### config.mk
export PLATFORM = sky130hd
export DESIGN_NAME = ps2_keyboard
export DESIGN_NICKNAME = d
export VERILOG_FILES = /design/src/rtl/ps2_keyboard.sv
export SDC_FILE = /design/constraint.sdc
export NUM_CORES = 1
export LEC_CHECK = 0
export ABC_AREA = 1
export BUFFER_PORTS_ARGS = -buffer_cell sky130_fd_sc_hd__buf_2
export CORE_ASPECT_RATIO = 1.1
export CORE_MARGIN = 2
export CORE_UTILIZATION = 60
export CTS_BUF_LIST = sky130_fd_sc_hd__clkbuf_4
export DETAILED_ROUTE_END_ITERATION = 6
export GPL_TIMING_DRIVEN = 0
export PLACE_DENSITY = 0.84
export SYNTH_ARGS = -nofsm -noshare
export SYNTH_HDL_FRONTEND = slang
export SYNTH_SLANG_ARGS = --single-unit
### constraint.sdc
create_clock -name clock -period 3.58 [get_ports clock]
set_input_delay 0.537 -clock clock [delete_from_list [all_inputs] [get_ports clock]]
set_output_delay 0.537 -clock clock [all_outputs]
set_load 0.01 [all_outputs]
### src/rtl/ps2_keyboard.sv
// PS/2 device-to-host receiver feeding a show-ahead scancode FIFO read by the CPU.
// Latency: ready rises the cycle after the stop-bit falling edge is seen (about 3 clocks after the pin edge).
// Backpressure: none towards the keyboard; a full FIFO drops the byte and sets sticky overflow.
module ps2_keyboard #(
    parameter int TIMEOUT    = 25000,
    parameter int DEPTH_LOG2 = 3
) (
    input  logic       clock,
    input  logic       reset,
    input  logic       ps2_clk,
    input  logic       ps2_dat,
    input  logic       rd,
    input  logic       clr,
    output logic [7:0] data,
    output logic       ready,
    output logic       overflow,
    output logic       perr
);

    localparam int PW    = DEPTH_LOG2;
    localparam int CW    = DEPTH_LOG2 + 1;
    localparam int DEPTH = 1 << DEPTH_LOG2;
    localparam int TW    = $clog2(TIMEOUT);
    localparam logic [TW-1:0] TMO_MAX = TW'(TIMEOUT - 1);
    localparam logic [CW-1:0] FULL    = CW'(DEPTH);

    typedef enum logic [1:0] {S_IDLE, S_DATA, S_PARITY, S_STOP} state_t;

    logic          clk_meta_q, clk_sync_q, clk_prev_q;
    logic          dat_meta_q, dat_sync_q;
    logic          fall, bit_in;
    logic [TW-1:0] tmo_q, tmo_d;
    logic          tmo_expired;
    state_t        state_q;
    logic [2:0]    bitcnt_q;
    logic [7:0]    shift_q;
    logic          ok_q;
    logic          push, frame_bad;
    logic [7:0]    mem [DEPTH];
    logic [PW-1:0] wptr_q, wptr_d, rptr_q, rptr_d;
    logic [CW-1:0] count_q, count_d;
    logic          ovf_q, ovf_d, perr_q, perr_d;
    logic          do_rd, do_wr, full;

    // Bring the asynchronous pins into the core domain; idle level is high.
    always_ff @(posedge clock or posedge reset) begin
        if (reset) begin
            clk_meta_q <= 1'b1;
            clk_sync_q <= 1'b1;
            clk_prev_q <= 1'b1;
            dat_meta_q <= 1'b1;
            dat_sync_q <= 1'b1;
        end else begin
            clk_meta_q <= ps2_clk;
            clk_sync_q <= clk_meta_q;
            clk_prev_q <= clk_sync_q;
            dat_meta_q <= ps2_dat;
            dat_sync_q <= dat_meta_q;
        end
    end

    assign fall   = clk_prev_q & ~clk_sync_q;
    assign bit_in = dat_sync_q;

    // Idle timer: restarts on every ps2_clk fall and holds at its final value.
    always_comb begin
        tmo_d = tmo_q;
        if (fall)
            tmo_d = '0;
        else if (tmo_q != TMO_MAX)
            tmo_d = tmo_q + TW'(1);
    end

    assign tmo_expired = (tmo_q == TMO_MAX);

    // Frame FSM: steps on each ps2_clk fall; a stalled partial frame is abandoned silently.
    always_ff @(posedge clock or posedge reset) begin
        if (reset) begin
            state_q  <= S_IDLE;
            bitcnt_q <= '0;
            shift_q  <= '0;
            ok_q     <= 1'b0;
        end else if (fall) begin
            case (state_q)
                S_IDLE: begin
                    if (!bit_in) begin
                        state_q  <= S_DATA;
                        bitcnt_q <= '0;
                    end
                end
                S_DATA: begin
                    shift_q  <= {bit_in, shift_q[7:1]};
                    bitcnt_q <= bitcnt_q + 3'd1;
                    if (bitcnt_q == 3'd7)
                        state_q <= S_PARITY;
                end
                S_PARITY: begin
                    ok_q    <= ^shift_q ^ bit_in;
                    state_q <= S_STOP;
                end
                default: state_q <= S_IDLE;
            endcase
        end else if (tmo_expired && state_q != S_IDLE) begin
            state_q <= S_IDLE;
        end
    end

    // Stop-bit fall decides the frame's fate in the same cycle so the FIFO commits on the next edge.
    assign push      = fall & (state_q == S_STOP) & bit_in & ok_q;
    assign frame_bad = fall & (state_q == S_STOP) & ~(bit_in & ok_q);

    // FIFO bookkeeping: a pop on a full FIFO frees the slot the simultaneous push takes.
    always_comb begin
        full    = (count_q == FULL);
        do_rd   = rd & (count_q != '0);
        do_wr   = push & (~full | do_rd);
        wptr_d  = do_wr ? wptr_q + PW'(1) : wptr_q;
        rptr_d  = do_rd ? rptr_q + PW'(1) : rptr_q;
        count_d = count_q;
        if (do_wr && !do_rd)
            count_d = count_q + CW'(1);
        else if (do_rd && !do_wr)
            count_d = count_q - CW'(1);
        ovf_d   = (push & full & ~rd) | (ovf_q & ~clr);
        perr_d  = frame_bad | (perr_q & ~clr);
    end

    // FIFO pointers, occupancy and sticky flags; a set beats a coincident clear.
    always_ff @(posedge clock or posedge reset) begin
        if (reset) begin
            tmo_q   <= '0;
            wptr_q  <= '0;
            rptr_q  <= '0;
            count_q <= '0;
            ovf_q   <= 1'b0;
            perr_q  <= 1'b0;
        end else begin
            tmo_q   <= tmo_d;
            wptr_q  <= wptr_d;
            rptr_q  <= rptr_d;
            count_q <= count_d;
            ovf_q   <= ovf_d;
            perr_q  <= perr_d;
        end
    end

    // Storage array; contents are masked by the occupancy count so it needs no reset.
    always_ff @(posedge clock) begin
        if (do_wr)
            mem[wptr_q] <= shift_q;
    end

    assign data     = (count_q != '0) ? mem[rptr_q] : 8'h00;
    assign ready    = (count_q != '0);
    assign overflow = ovf_q;
    assign perr     = perr_q;

endmodule

# --- Yosys cells after proc, flatten, opt, wreduce, memory -nomap -nowiden ---
# Memory sizes are Yosys's and may differ from the RTL's.
# Index checks and enable logic that the tools add are counted.
word_totals:
  input_bits: 6
  ram_bits: 64
  memories: 1
  ff_bits: 46
op_classes:
  n_mux: 14
  bitwise_logic: 21
  n_addsub: 6
  eq_ne: 10
  n_reduce_logical: 17
memory_table:
  columns: ["memory", "depth", "width", "read_ports", "rd_clocked_by_memory_dff", "wr", "line_no", "source"]
  rows:
  - ["mem", 8, 8, 1, 0, 1, "39", "logic [7:0] mem [DEPTH];"]
ops:
  columns: ["cell", "n"]
  rows:
  - ["15-bit two-way mux", 2]
  - ["15-bit by 1-bit adder with 15-bit output (second input constant)", 1]
  - ["15-bit equality test (second input constant)", 1]
  - ["15-bit inequality test (second input constant)", 1]
  - ["1-bit bitwise AND", 12]
  - ["2-bit nonzero test", 5]
  - ["3-bit by 1-bit adder with 3-bit output (second input constant)", 3]
  - ["2-bit two-way mux", 4]
  - ["4-bit two-way mux", 2]
  - ["8-bit two-way mux", 1]
  - ["8-bit XOR reduction", 1]
  - ["3-bit inequality test (second input constant)", 2]
  - ["2-bit one-hot mux with 3 select lines", 1]
  - ["3-bit one-hot mux with 2 select lines", 1]
  - ["3-bit AND reduction", 2]
  - ["1-bit inverter", 5]
  - ["4-bit by 1-bit adder with 4-bit output (second input constant)", 1]
  - ["2-bit equality test (second input constant)", 2]
  - ["4-bit equality test (second input constant)", 1]
  - ["2-bit AND reduction", 2]
  - ["4-bit nonzero test", 1]
  - ["4-bit by 1-bit subtractor with 4-bit output (second input constant)", 1]
  - ["3-bit equality test (second input constant)", 1]
  - ["1-bit logical AND", 3]
  - ["other kinds (8)", 12]

# --- Logic depth before layout (Yosys ltp) ---
logic_depth:
  ltp_word: 10
  mapped_depth: 13
  ltp_nobuf: 13

# --- Worst setup path after synthesis ---
# Ideal clock, no wire load.
synth_path:
  kind: "register -> register"
  start: "register clk_prev_q"
  end: "register count_q[3]"
  t_arrival_ns: 2.085
  required_ns: 3.459
  n_path_buf: 0
  slack_ns: 1.374
  path_stages_with_launch: 14
  cell_sequence: "dfstp_2 > inv_1 > nor2_8 > nand3_2 > nor2_4 > ha_1 > inv_1 > ha_1 > a21oi_1 > nand2_1 > a21oi_1 > o21ai_0 > nand2_1 > nand2_1"
synth_via:
  elab_chain_cells: 8
synth_rtl:
  columns: ["item", "line_no", "source"]
  rows:
  - ["start: declaration", "29", "logic clk_meta_q, clk_sync_q, clk_prev_q;"]
  - ["start signal: assignment", "56", "clk_prev_q <= clk_sync_q;"]
  - ["1-bit bitwise AND *", "62", "assign fall = clk_prev_q & ~clk_sync_q;"]
  - ["1-bit bitwise AND * (3 in a row)", "109", "assign push = fall & (state_q == S_STOP) & bit_in & ok_q;"]
  - ["1-bit bitwise AND *", "116", "do_wr = push & (~full | do_rd);"]
  - ["via do_wr", "43", "logic do_rd, do_wr, full;"]
  - ["1-bit zero test", "122", "else if (do_rd && !do_wr)"]
  - ["1-bit logical AND", "122", null]
  - ["2-bit nonzero test (no line)", null, null]
  - ["end signal: assignment", "141", "count_q <= count_d;"]
  - ["end: declaration", "41", "logic [CW-1:0] count_q, count_d;"]
# Mark *: on every way through the listed nets, which the timed path passes. The rest lies on a longest branch.
# A chain may end at the register's enable or synchronous reset.

# --- Worst setup path after layout ---
layout_path:
  start: "register count_q[0]"
  end: "register count_q[3]"
layout_via:
  elab_chain_cells: 7
layout_rtl:
  columns: ["item", "line_no"]
  rows:
  - ["4-bit nonzero test / 4-bit equality test (equally long branches)", "115, 114"]
  - ["1-bit bitwise AND / 1-bit inverter (equally long branches)", "115, 116"]
  - ["1-bit OR *", "116"]
  - ["1-bit bitwise AND *", "116"]
  - ["via do_wr", "43"]
  - ["1-bit zero test", "122"]
  - ["1-bit logical AND", "122"]
  - ["2-bit nonzero test (no line)", null]
# Mark *: on every way through the listed nets, which the timed path passes. The rest lies on a longest branch. The select of a mux whose other input is x is not followed.

==> metrics.md <==
| Metric | Value |
|---|---|
| Synth area leaders | `edfxtp_1 38%, dfrtp_1 20%, nand2_1 5.8%, nor2_1 5.8%, o21ai_0 5.5%` |
| Worst-Skew Late Latency | `0.47 ns` |
| Area Growth Syn to Fin | `7.69%` |
| Setup crit end kind | `flip-flop` |
| Placed Cells | `609` |
| Reg2Reg Depth | `13` |
| # port buffers | `16` |
| Sequential Area | `3080 µm²` |
| Final ANT Viol Nets | `0` |
| Max Root-Sink Buffers | `2` |
| Final Hold Vio Count | `0` |
| Reg-to-Reg End | `count_q[3]$_DFFE_PP0P_` |
| Period utilization | `73.2%` |
| CTS tree | `yes` |
| Arrival time at the worst endpoint | `2.98 ns` |
| Via count of the first global-routing pass | `3,578` |
| Share of the synthesized area in the top cell type | `38.4%` |
| Peak VDD IR | `0.311 mV` |
| Htree depth | `3` |
| Worst slew margin | `43.4%` |
| Final GP Congestion | `0.838` |
| Pre-CTS setup slack | `0.945 ns` |
| Worst R2R Setup Slack | `0.96 ns` |
| Hold_sp | `ps2_dat` |
| Number of hold buffers added after CTS | `1` |
| # DRC | `0` |
| Core area | `8000 µm²` |
| Slowest-stage cell, CP | `dfrtp_1` |
| Critical path class | `reg -> reg` |
| Die width | `91.1 µm` |
| Reg-to-Reg Start | `count_q[0]$_DFFE_PP0P_` |
| Worst path required time | `3.94 ns` |
| CP delay by family, top | `simple AND/OR/NAND/NOR gates` |
| Die Area | `9100 µm²` |
| Leakage | `2.29 nW` |
| Nets | `533` |
| Yosys cell types | `34` |
| Final min period | `2.62 ns` |
| Initial Util | `62.7%` |
| Layout cells sized above 1 | `14.5%` |
| Placed Instance Area | `5250 µm²` |
| Number of max-cap violations | `0` |
| Die Ht | `99.9 µm` |
| Buf+Inv Stages, Crit Path | `1` |
| Routed wire length per instance | `15.8 µm` |
| Synth warnings | `0` |
| Gr usage total | `23.6%` |
| 1st-iter DRT viols | `243` |
| Max Slew Vio Count | `0` |
| Clk_skew | `0.0185 ns` |
| Final Instance Area | `5400 µm²` |
| Dpl hpwl | `6.93 mm` |
| Final non-filler cell total | `626` |
| Hold path endpoint | `dat_meta_q$_DFF_PP1_` |
| Flops & latches, synth | `110` |
| # diodes | `0` |
| I/O pin cnt | `17` |
| Largest stage delay on the critical path | `0.48 ns` |
| Cell taking the most area after synthesis | `edfxtp_1` |
| Status | `finished, final reports clean` |
| Final setup margin | `0.961 ns` |
| Cells along the critical path | `nor2_1 > nand2_1 > nor3_2 > nor2_4 > ha_1 > inv_1 > ha_1 > a21oi_1 > nand2_1 > a21oi_1 > o21ai_0 > nand2_1 > nand2_1` |
| Mapped cell area | `5010 µm²` |
| Multi-input gate area | `1710 µm²` |
| HP Class | `in -> reg` |
| # resized after CTS | `0` |
| Worst hold slack | `0.134 ns` |
| DRT Wirelength | `9.88 mm` |
| Synthesized Nets | `504` |
| Overall Power | `3.42 mW` |
| TritonCTS Sinks | `110` |
| Clock root buffer | `clkbuf_4` |
| Power Dens Cells | `634 nW/µm²` |
| Grt total ovfl | `0` |
| Post-synthesis sequential area ratio | `61.4%` |
| CP Max Fanout | `6` |
| Drt via density | `5.47` |
| Setup TNS | `0 ns` |
| Total number of vias | `3,427` |
| Filler Cells Inserted | `612` |
| Finished Core Util | `67.5%` |
| Global-route wire length before repair | `16.6 mm` |
| FMAX | `382 MHz` |
| Syn Inst Count | `484` |
| Num CTS Buffers | `9` |
| Initial antenna violation count | `0` |
| Final setup violation count | `0` |
| Num rows | `34` |
| Least-Margin Pin Slew | `0.846 ns` |
| Postcts setup bufs | `0` |
| Cell mode on critical path | `nand2_1` |
| Clk slew on worst S/H paths | `0.18 ns` |
| Critical path launch point type | `flip-flop` |
| Largest net degree at the start of global routing | `41` |
| Syn Area/Cell | `10.4 µm²` |
| Worst Hold Path Cells | `1` |
| RSZ-0062 raised after global routing | `false` |
| Drt first pass iters | `5` |
final cells by class:
cell class | instances | area share (%)
Sequential cell | 110 | 57.1
Multi-Input combinational cell | 319 | 31.6
Inverter | 41 | 2.90
Tap cell | 108 | 2.50
Timing Repair Buffer | 18 | 2.04
Clock inverter | 7 | 1.34
Clock buffer | 9 | 1.25
Buffer | 14 | 1.25
state kept, by name, summed over array words and instances (netlist names):
register    count
state_q         2
clk_prev_q      1
shift_q         8
mem            64
count_q         4
ok_q            1
bit_in          1
perr            1
clk_sync_q      1
wptr_q          3
dat_meta_q      1
tmo_q          15
bitcnt_q        3
rptr_q          3
overflow        1
clk_meta_q      1
worst max path at each step:
stage                                 startpoint                      to  cells after the start
after floorplan             clk_prev_q$_DFF_PP1_  count_q[3]$_DFFE_PP0P_                     13
after global placement                        rd  count_q[3]$_DFFE_PP0P_                     12
after detailed placement                      rd  count_q[3]$_DFFE_PP0P_                     12
after CTS                 count_q[1]$_DFFE_PP0P_  count_q[3]$_DFFE_PP0P_                     13
after global routing      count_q[1]$_DFFE_PP0P_  count_q[3]$_DFFE_PP0P_                     13
final                     count_q[0]$_DFFE_PP0P_  count_q[3]$_DFFE_PP0P_                     13
report_power, final:
| group | leakage, nW | switching (mW) | internal, mW |
|---|---|---|---|
| clock | 0.0737 | 0.440 | 0.165 |
| combinational | 0.998 | 0.752 | 0.434 |
| sequential | 1.22 | 0.158 | 1.47 |
routing by layer:
| layer | global-route usage (%) | share of wire [%] |
|---|---|---|
| met5 | 0 | 0 |
| met4 | 9.67 | 2.0 |
| met3 | 2.40 | 3.7 |
| met2 | 45.1 | 54 |
| met1 | 27.0 | 40 |
placed cells by master, fill, tap and decap left out, drive strengths merged, types with 11 or more instances in the layout:
cell and n:
a21oi 13, buf 29, clkbuf 11, dfrtp 41
edfxtp 64, ha 13, inv 45, nand2 83
nand3 19, nor2 83, nor3 13, o21ai 59
logic make-up after synthesis:
kind of cell,after synthesis,share of synthesized area (%)
buf+inv,55,4.47
mux,1,0.225
simple gates,207,19.3
xor+xnor,8,1.40
compound gates,89,9.54
flops,110,61.4
fa+ha+maj,14,3.65
synthesized netlist by cell type:
| library cell | n |
|---|---|
| nand2_2 | 5 |
| and3_2 | 1 |
| nor3_1 | 6 |
| nand2_1 | 78 |
| inv_4 | 1 |
| mux2_2 | 1 |
| inv_1 | 40 |
| clkbuf_1 | 1 |
| nand3b_2 | 1 |
| nor3_4 | 2 |
| nor2_2 | 2 |
| dfrtp_1 | 41 |
| edfxtp_1 | 64 |
| a21oi_1 | 13 |
| xnor2_1 | 5 |
| o22ai_1 | 8 |
| nand4_1 | 6 |
| nand3_1 | 16 |
| dfstp_2 | 5 |
| o21ai_0 | 55 |
| nor2_1 | 78 |
| nor2_8 | 2 |
| and3_1 | 1 |
| nor2_4 | 1 |
| o211ai_1 | 9 |
| clkbuf_2 | 1 |
| ha_1 | 13 |
| xor2_1 | 3 |
| buf_2 | 11 |
| buf_1 | 1 |
| fa_1 | 1 |
| o21ai_1 | 4 |
| nor3_2 | 5 |
| nand3_2 | 3 |
(Power assumes the default switching activity.)
